[src/rtl/sign_text_buffer_if.sv]
// Frame-code input and character-output bundle for the sign text buffer.
// Pure wiring: no storage or added latency.
// The char_valid/char_ready pair carries backpressure; sign_valid cannot be stalled.
interface sign_text_buffer_if #(
    parameter int SIGN_W     = 8,
    parameter int FIFO_DEPTH = 8
);
    localparam int CW = $clog2(FIFO_DEPTH) + 1;

    logic [SIGN_W-1:0] sign_value;
    logic              sign_valid;
    logic [SIGN_W-1:0] char_out;
    logic              char_valid;
    logic              char_ready;
    logic [CW-1:0]     fifo_count;
    logic              overflow;

    modport slave (
        input  sign_value, sign_valid, char_ready,
        output char_out, char_valid, fifo_count, overflow
    );

    modport master (
        output sign_value, sign_valid, char_ready,
        input  char_out, char_valid, fifo_count, overflow
    );
endinterface

[src/rtl/sign_text_buffer.sv]
// Debounces per-frame sign codes and queues each accepted character in a FWFT FIFO.
// Accepted character is visible one cycle after the qualifying sign_valid edge.
// char_ready low holds char_out; a push into a full FIFO with no pop is dropped and sets overflow.
module sign_text_buffer #(
    parameter int                SIGN_W        = 8,
    parameter int                STABLE_FRAMES = 4,
    parameter int                FIFO_DEPTH    = 8,
    parameter logic [SIGN_W-1:0] NONE_CODE     = '0
) (
    input logic            clk,
    input logic            rst,
    sign_text_buffer_if.slave bus
);
    localparam int AW = $clog2(FIFO_DEPTH);
    localparam int CW = AW + 1;
    localparam logic [7:0]    STABLE_MAX = 8'(STABLE_FRAMES);
    localparam logic [CW-1:0] FULL_CNT   = CW'(FIFO_DEPTH);

    typedef enum logic [1:0] {IDLE, TRACK, LOCKED} state_t;

    state_t            state, state_nxt;
    logic [SIGN_W-1:0] candidate, candidate_nxt;
    logic [7:0]        stable_cnt, stable_cnt_nxt;
    logic [7:0]        stable_inc;
    logic              push;

    logic [SIGN_W-1:0] mem [FIFO_DEPTH];
    logic [AW-1:0]     rd_ptr, wr_ptr;
    logic [CW-1:0]     count;
    logic              overflow_q;
    logic              full, pop, do_write;

    assign stable_inc = stable_cnt + 8'd1;

    // Debounce state register; updates only matter on frame strobes.
    always_ff @(posedge clk) begin
        if (rst) begin
            state      <= IDLE;
            candidate  <= NONE_CODE;
            stable_cnt <= 8'd0;
        end else begin
            state      <= state_nxt;
            candidate  <= candidate_nxt;
            stable_cnt <= stable_cnt_nxt;
        end
    end

    // Next-state: a new code restarts the run; TRACK pushes once the run reaches STABLE_FRAMES.
    always_comb begin
        state_nxt      = state;
        candidate_nxt  = candidate;
        stable_cnt_nxt = stable_cnt;
        push           = 1'b0;
        if (bus.sign_valid) begin
            if (bus.sign_value != candidate) begin
                candidate_nxt  = bus.sign_value;
                stable_cnt_nxt = 8'd1;
                if (bus.sign_value == NONE_CODE) begin
                    state_nxt = IDLE;
                end else if (STABLE_FRAMES == 1) begin
                    push      = 1'b1;
                    state_nxt = LOCKED;
                end else begin
                    state_nxt = TRACK;
                end
            end else if (state == TRACK) begin
                stable_cnt_nxt = stable_inc;
                if (stable_inc == STABLE_MAX) begin
                    push      = 1'b1;
                    state_nxt = LOCKED;
                end
            end
        end
    end

    assign full     = (count == FULL_CNT);
    assign pop      = (count != '0) && bus.char_ready;
    assign do_write = push && (!full || pop);

    // Character FIFO: storage cleared on reset so char_out reads 0 until the first write.
    always_ff @(posedge clk) begin
        if (rst) begin
            for (int i = 0; i < FIFO_DEPTH; i++) mem[i] <= '0;
            rd_ptr     <= '0;
            wr_ptr     <= '0;
            count      <= '0;
            overflow_q <= 1'b0;
        end else begin
            if (do_write) begin
                mem[wr_ptr] <= candidate_nxt;
                wr_ptr      <= wr_ptr + AW'(1);
            end
            if (pop) rd_ptr <= rd_ptr + AW'(1);
            if (do_write && !pop)      count <= count + CW'(1);
            else if (pop && !do_write) count <= count - CW'(1);
            if (push && full && !pop) overflow_q <= 1'b1;
        end
    end

    assign bus.char_out   = mem[rd_ptr];
    assign bus.char_valid = (count != '0);
    assign bus.fifo_count = count;
    assign bus.overflow   = overflow_q;
endmodule

[src/flat_wrapper.sv]
// flat-port wrapper written by rule: the top's interface ports become plain ports
module sign_text_buffer_flat 
#(
    parameter int                SIGN_W        = 8,
    parameter int                STABLE_FRAMES = 4,
    parameter int                FIFO_DEPTH    = 8,
    parameter logic [SIGN_W-1:0] NONE_CODE     = '0
)
  (clk, rst, bus_sign_value, bus_sign_valid, bus_char_ready, bus_char_out, bus_char_valid, bus_fifo_count, bus_overflow);
  sign_text_buffer_if #(.SIGN_W(SIGN_W), .FIFO_DEPTH(FIFO_DEPTH)) bus_i ();
  input logic clk;
  input logic rst;
  input wire logic [$bits(bus_i.sign_value)-1:0] bus_sign_value;
  input wire logic [$bits(bus_i.sign_valid)-1:0] bus_sign_valid;
  input wire logic [$bits(bus_i.char_ready)-1:0] bus_char_ready;
  output wire logic [$bits(bus_i.char_out)-1:0] bus_char_out;
  output wire logic [$bits(bus_i.char_valid)-1:0] bus_char_valid;
  output wire logic [$bits(bus_i.fifo_count)-1:0] bus_fifo_count;
  output wire logic [$bits(bus_i.overflow)-1:0] bus_overflow;
  assign bus_i.sign_value = bus_sign_value;
  assign bus_i.sign_valid = bus_sign_valid;
  assign bus_i.char_ready = bus_char_ready;
  assign bus_char_out = bus_i.char_out;
  assign bus_char_valid = bus_i.char_valid;
  assign bus_fifo_count = bus_i.fifo_count;
  assign bus_overflow = bus_i.overflow;
  sign_text_buffer #(.SIGN_W(SIGN_W), .STABLE_FRAMES(STABLE_FRAMES), .FIFO_DEPTH(FIFO_DEPTH), .NONE_CODE(NONE_CODE)) u_core (.clk(clk), .rst(rst), .bus(bus_i));
endmodule
[config.mk]
export PLATFORM = sky130hd
export DESIGN_NAME = sign_text_buffer_flat
export DESIGN_NICKNAME = d
export VERILOG_FILES = /design/src/rtl/sign_text_buffer_if.sv /design/src/rtl/sign_text_buffer.sv /design/src/flat_wrapper.sv
export SDC_FILE = /design/constraint.sdc
export NUM_CORES = 1
export LEC_CHECK = 0
export BUFFER_PORTS_ARGS = -buffer_cell sky130_fd_sc_hd__buf_2
export CAP_MARGIN = 0
export CORE_ASPECT_RATIO = 1.2
export CORE_MARGIN = 2
export CORE_UTILIZATION = 54
export CTS_CLUSTER_DIAMETER = 40
export DETAILED_ROUTE_END_ITERATION = 16
export GPL_ROUTABILITY_DRIVEN = 0
export PLACE_DENSITY = 0.75
export SETUP_SLACK_MARGIN = 0.02
export SYNTH_ARGS = -nofsm -noshare
export SYNTH_HDL_FRONTEND = slang
export SYNTH_SLANG_ARGS = --single-unit
[constraint.sdc]
create_clock -name clk -period 2.95 [get_ports clk]
set_input_delay 0.59 -clock clk [delete_from_list [all_inputs] [get_ports clk]]
set_output_delay 0.59 -clock clk [all_outputs]
set_load 0.01 [all_outputs]
==> results of run 1 <==
==> routing by layer <==
metal  global-route usage  vias up  wire, µm
li1                     -     1365         -
met1               0.2441     1389      3473
met2               0.3651       92      4694
met3              0.03603       19       453
met4               0.1058        0       263
met5                    0        -         0
==> power by group through the flow <==
stage / registers [mW] / clock network [mW] / logic [mW]
finish: 1.49 / 0.934 / 0.154
global route: 1.49 / 0.991 / 0.166
global placement: 1.52 / 0 / 0.151
floorplan: 1.51 / 0 / 0.0882
CTS: 1.49 / 0.945 / 0.154
detailed placement: 1.52 / 0 / 0.154
==> through the flow <==
stage	power, mW	instance area, µm²	instances	worst slack, ns	util
after CTS	2.589	5001	493	0.03218	0.6238
after global placement	1.668	4781	477	0.001453	0.5963
after floorplan	1.603	4394	342	-0.2086	-
final	2.578	5110	498	-0.01952	0.6373
after detailed placement	1.674	4781	477	-0.06002	0.5963
after global routing	2.651	5110	498	-0.1636	0.6373
==> worst reg2reg max path, delay by kind of cell, from the launching register on <==
family	cells	cell delay, ns
simple gates	5	1.45
fa+ha+maj	3	0.49
compound gates	3	0.44
flops	1	0.38
xor+xnor	1	0.10
buf+inv	1	0.04
==> placed cells by master (no fill, tap or decap), types with 10 or more instances in the layout <==
| cell | n |
|---|---|
| a21oi_1 | 10 |
| nor2_1 | 90 |
| mux4_2 | 16 |
| nand2b_1 | 10 |
| dfxtp_1 | 30 |
| buf_4 | 33 |
| xnor2_1 | 10 |
| buf_2 | 25 |
| edfxtp_1 | 64 |
==> final cells by class <==
type | count | area (µm²)
tap | 95 | 118.9
fill | 629 | 2908
clock buffer | 10 | 127.6
inverter | 2 | 10.01
timing repair buffer | 58 | 372.9
multi-input combinational | 231 | 1824
clock inverter | 6 | 88.84
sequential | 96 | 2567
==> logic make-up after synthesis <==
kind of cell,count (synthesis)
buf+inv,15
flops,96
xor+xnor,19
mux,33
simple gates,148
fa+ha+maj,7
compound gates,24
==> worst paths after layout <==
kind / depth (start not counted) / end / start
worst max-delay path: 13 / u_core.bus.fifo_count[3] / u_core.stable_cnt[1]
worst min-delay path: 2 / u_core.bus.overflow / u_core.bus.overflow
worst max register to register: 13 / u_core.bus.fifo_count[3] / u_core.stable_cnt[1]
worst min register to register: 2 / u_core.bus.overflow / u_core.bus.overflow
==> registers in the layout, summed over array words and instances (netlist names), named ones only <==
signal	flops
u_core.mem	64
u_core.candidate	8
u_core.stable_cnt	8
u_core.bus.fifo_count	4
u_core.rd_ptr	3
u_core.wr_ptr	3
u_core.state	2
u_core.bus.overflow	1
==> repair_timing <==
item	4_1_cts	5_1_grt
pin swaps	0	10
setup buffers	0	5
setup endpoints to repair	1	1
resized for setup	2	13
==> results.txt, run 1 <==
Slowest stage delay, CP: 0.59 ns
Cell taking the most area after synthesis: edfxtp_1
Worst path top cell family by delay: simple AND/OR/NAND/NOR gates
H-tree levels: 3
Clock-pin slew on the worst setup and hold paths: 0.09 ns
Die area: 0.008879 mm²
Final hold slack: 0.4781 ns
Psw: 0.5621 mW
Peak Freq: 0.3368 GHz
Mapped Nets: 361
Endpoints failing setup: 1
Nets: 417
Share of cells above drive strength 1: 0.3002
Async SR Flop Fraction: 0
Mapped Area: 0.004394 mm²
Synth area leaders: edfxtp_1 44%, dfxtp_1 15%, mux4_2 8.2%
CP startpoint kind: flip-flop
Number of global-route vias before repair: 2749
Die Ht: 102.8 µm
Number of diodes: 0
Worst setup EP type: flip-flop
Logic gate share of total power: 0.060
1st-iter DRT viols: 169
DR vias: 2865
Avg Vias per Cell: 5.753
Slew Limit Fails: 0
Unrepaired setup endpoints after global routing: yes
Most common library cells after synthesis: 90 x nor2_1, 64 x edfxtp_1, 32 x dfxtp_1, 16 x mux4_2, 12 x a21oi_1
CTS max path bufs: 2
Pwr Density: 504.4 mW/mm²
CTS buffer count: 9
Top_reg_cell synth: edfxtp_1
Status: finished with violations
Post-synthesis mux area share: 0.1230
Pint: 2.015 mW
Total core area: 0.008018 mm²
Post-Route Setup TNS: -0.01952 ns
Routed WL: 8884 µm
HP Class: flip-flop to flip-flop
CTS sink count: 96
Seq cells post-synth: 96
Ports: 26
Number of failing hold endpoints at the final stage: 0
VDD IR-drop max: 0.2654 mV
Reg power frac: 0.578
Synth cell types: 44
Worst setup margin: -0.01952 ns
Hold-fix buffers, CTS: 0
DP HPWL: 6063 µm
Row count: 36
Die X-Extent: 86.35 µm
Syn Area/Cell: 12.85 µm²
Switching Share: 0.2181
CP cell instances: ha_4 > nand4b_1 > or4_4 > nor3_4 > and2_4 > ha_4 > inv_4 > ha_4 > a21o_1 > a21oi_2 > xnor2_2 > or3_1 > a21oi_2
Worst Tran Pin Value: 0.6273 ns
Synth Area in Compound Gates: 0.03531
Synth top area share: 0.4374
Post-Synth Adder-Cell Area: 0.02164
WS Path Type: flip-flop to flip-flop
Period minus WS final: 2.970 ns
Avg WL per Cell: 17.84 µm
WP data arrival: 3.27 ns
Data required, critical path: 3.25 ns
Largest family of logic cells by synthesized area: simple AND/OR/NAND/NOR gates
XOR/XNOR Fraction of Synth Area: 0.03787
CP bufs+invs: 1
Cells after Synth: 342
TritonCTS clock tree: yes
Root Driver: clkbuf_8
P_leak: 1.951 nW
Area growth from synthesis to layout: 16.29%
CP dominant cell by count: ha_4
Max-Cap Viols: 0
EDFF count, synth: 64
GR Overflow Total: 0
Total track usage: 0.2074
Post-synthesis sequential area ratio: 0.5831
Detail Route Antenna Nets: 0
Crit-path slowest cell: or4_4
Drt first pass iters: 4
Initial antenna violation count: 0
Failing checks: setup timing
First-pass GRT wire length: 13530 µm
Syn. warnings: 0
R2r setup slk: -0.02 ns
Worst rel slew slack: 0.5780
Clock power frac: 0.363
Period Utilization, post-route: 1.007
Crit-path max FO: 4
Clock latency on the worst-skew pair: 0.37 ns
Initial core utilization: 0.5481
Count leader, synth: nor2_1
I/O Buffers: 25
Clock skew: 0.01346 ns
Post-synthesis simple-gate area fraction: 0.1819
# DRC: 0
Pin count of the biggest net entering global routing: 22
(Power assumes the default switching activity.)
==> inputs of run 2 (changes only) <==
Settings changed: CORE_UTILIZATION 54 to 60, PLACE_DENSITY 0.75 to 0.79.
Clock period 2.95 ns to 3.45 ns, I/O delays scaled along.
==> run 2 against run 1 <==
The flow now finishes without violations. Die area shrank 9.6%. Maximum frequency shrank 2.4%. Global-route usage grew 3.3 points. Worst setup slack gained 0.43 ns. Non-clock buffer count shrank 19. Flip-flop and latch count is the same. Largest cell class unchanged. Clock skew is essentially flat. First-iteration DRC count grew 41%. Via count shrank 1.4%. Cell area shrank 5.0%.
==> results.txt, run 2 (same netlist as run 1, synthesis figures left out) <==
Placed cell area: 0.004669 mm² (was 0.004781 mm²)
Post_cts resized: 0 (was 2)
I/O Buffers: 25 (unchanged)
Register name with the most flops: u_core.mem (unchanged)
Period minus WS final: 3.042 ns (was 2.970 ns)
CTS sink count: 96 (unchanged)
Sequential cell area: 0.002562 mm² (was 0.002567 mm²)
1st-iter DRT viols: 238 (was 169)
Number of failing hold endpoints at the final stage: 0 (unchanged)
DP Worst Slack: 0.2219 ns (was -0.06002 ns)
Slew Limit Fails: 0 (unchanged)
Hold-fix buffers, CTS: 0 (unchanged)
Post-Place Cells: 458 (was 477)
Most frequent cells in the layout: 90 x nor2_1, 64 x edfxtp_1, 32 x dfxtp_1 (was 90 x nor2_1, 64 x edfxtp_1, 33 x buf_4)
Reg2reg start: u_core.stable_cnt[0] (was u_core.stable_cnt[1])
Clock-pin slew on the worst setup and hold paths: 0.09 ns (about the same)
CTS buffer count: 9 (unchanged)
CP startpoint kind: flip-flop (unchanged)
Worst setup margin: 0.4075 ns (was -0.01952 ns)
Area growth from synthesis to layout: 10.42% (was 16.29%)
Total Power: 2.084 mW (was 2.578 mW)
H-tree levels: 3 (unchanged)
Total track usage: 0.2401 (was 0.2074)
Multi-input logic area: 0.001757 mm² (was 0.001824 mm²)
Fin area: 0.004852 mm² (was 0.005110 mm²)
Hold path start: u_core.bus.overflow (unchanged)
Share of cells above drive strength 1: 0.2396 (was 0.3002)
Endpoints failing setup: 0 (was 1)
Routed WL: 8588 µm (was 8884 µm)
Post-Route Setup TNS: 0 ns (was -0.01952 ns)
Avg WL per Cell: 18.12 µm (was 17.84 µm)
GR Overflow Total: 0 (unchanged)
TritonCTS clock tree: yes (unchanged)
Ports: 26 (unchanged)
Pin count of the biggest net entering global routing: 24 (was 22)
Data required, critical path: 3.74 ns (was 3.25 ns)
Clock latency on the worst-skew pair: 0.36 ns (was 0.37 ns)
# DRC: 0 (unchanged)
Nets: 398 (was 417)
R2r setup slk: 0.41 ns (was -0.02 ns)
Detail Route Antenna Nets: 0 (unchanged)
Drt first pass iters: 5 (was 4)
Initial antenna violation count: 0 (unchanged)
Die Ht: 97.75 µm (was 102.8 µm)
VDD IR-drop max: 0.2280 mV (was 0.2654 mV)
Number of diodes: 0 (unchanged)
Status: finished, final reports clean (was finished with violations)
Clock skew: 0.01325 ns (was 0.01346 ns)
Root Driver: clkbuf_8 (unchanged)
Cell Count, Final, Fillers Out: 474 (was 498)
Largest regs: u_core.mem: 64 flops, u_core.candidate: 8 flops, u_core.stable_cnt: 8 flops (unchanged)
Avg Vias per Cell: 5.958 (was 5.753)
Worst rel slew slack: 0.4657 (was 0.5780)
Worst setup EP type: flip-flop (unchanged)
Unrepaired setup endpoints after global routing: no (was yes)
Peak Freq: 0.3287 GHz (was 0.3368 GHz)
Largest register FFs: 64 (unchanged)
DP HPWL: 6143 µm (was 6063 µm)
WP data arrival: 3.33 ns (was 3.27 ns)
Final hold slack: 0.5002 ns (was 0.4781 ns)
Setup Fix Bufs, Post-CTS: 0 (unchanged)
Row count: 34 (was 36)
P_leak: 1.841 nW (was 1.951 nW)
CP Launch Point: u_core.stable_cnt[0] (was u_core.stable_cnt[1])
Crit-path max FO: 4 (unchanged)
Die X-Extent: 82.12 µm (was 86.35 µm)
Max-Cap Viols: 0 (unchanged)
WS Path Type: flip-flop to flip-flop (unchanged)
Number of fill cells: 518 (was 629)
Die area: 0.008027 mm² (was 0.008879 mm²)
HP Class: flip-flop to flip-flop (unchanged)
Most common cell after layout, fill and taps aside: nor2_1 (unchanged)
DR vias: 2824 (was 2865)
Number of global-route vias before repair: 2889 (was 2749)
Total core area: 0.007189 mm² (was 0.008018 mm²)
Worst Tran Pin Value: 0.7941 ns (was 0.6273 ns)
Period Utilization, post-route: 0.8819 (was 1.007)
Pwr Density: 429.5 mW/mm² (was 504.4 mW/mm²)
First-pass GRT wire length: 14300 µm (was 13530 µm)
Initial core utilization: 0.6112 (was 0.5481)
CTS max path bufs: 2 (unchanged)
Post-route core utilization: 0.6749 (was 0.6373)
## run 2: cell types whose count changed in the layout (fill, tap and decap cells not counted), moves of 2 or more
| cell | delta |
|---|---|
| ha_4 | -4 |
| dfxtp_1 | +2 |
| a21oi_1 | +2 |
| ha_1 | +4 |
| buf_4 | -19 |
| a21oi_2 | -2 |
| inv_6 | +2 |
| bufinv_16 | -2 |
## run 2: cell type report
type	instances	area share
inverter	2	0.001547
sequential	96	0.5281
tap	90	0.02321
multi-input combinational	231	0.3620
clock inverter	6	0.01135
clock buffer	10	0.02630
timing repair buffer	39	0.04745
## run 2: critical path: stages (launching register included)
cell	delay [ns]
dfxtp_1	0.41
ha_1	0.23
nand4b_1	0.16
or4_4	0.47
nor3_4	0.15
and2_1	0.15
ha_1	0.18
inv_1	0.09
ha_1	0.28
a21o_1	0.18
a21oi_1	0.18
xnor2_1	0.09
or3_1	0.30
a21oi_1	0.13
## run 2: per-layer routing
layer  GRT usage  vias up  wire [µm]  part of all wire
met5           0        -          0                 0
met3     0.05730       19        340             0.040
li1            -     1323          -                 -
met4     0.08718        0        235             0.027
met1      0.2952     1382       3391              0.39
met2      0.4071      100       4620              0.54
## run 2: power by group
part | total [mW] | switching, mW | leakage [nW] | internal [mW]
combinational | 0.125 | 0.0763 | 0.853 | 0.0488
clock | 0.684 | 0.404 | 0.0942 | 0.279
sequential | 1.28 | 0.0150 | 0.894 | 1.26
total | 2.08 | 0.496 | 1.84 | 1.59
## run 2: worst paths after layout
check / endpoint / cells past startpoint
min reg2reg: u_core.bus.overflow / 2
min: u_core.bus.overflow / 2
max: u_core.bus.fifo_count[3] / 13
max reg2reg: u_core.bus.fifo_count[3] / 13
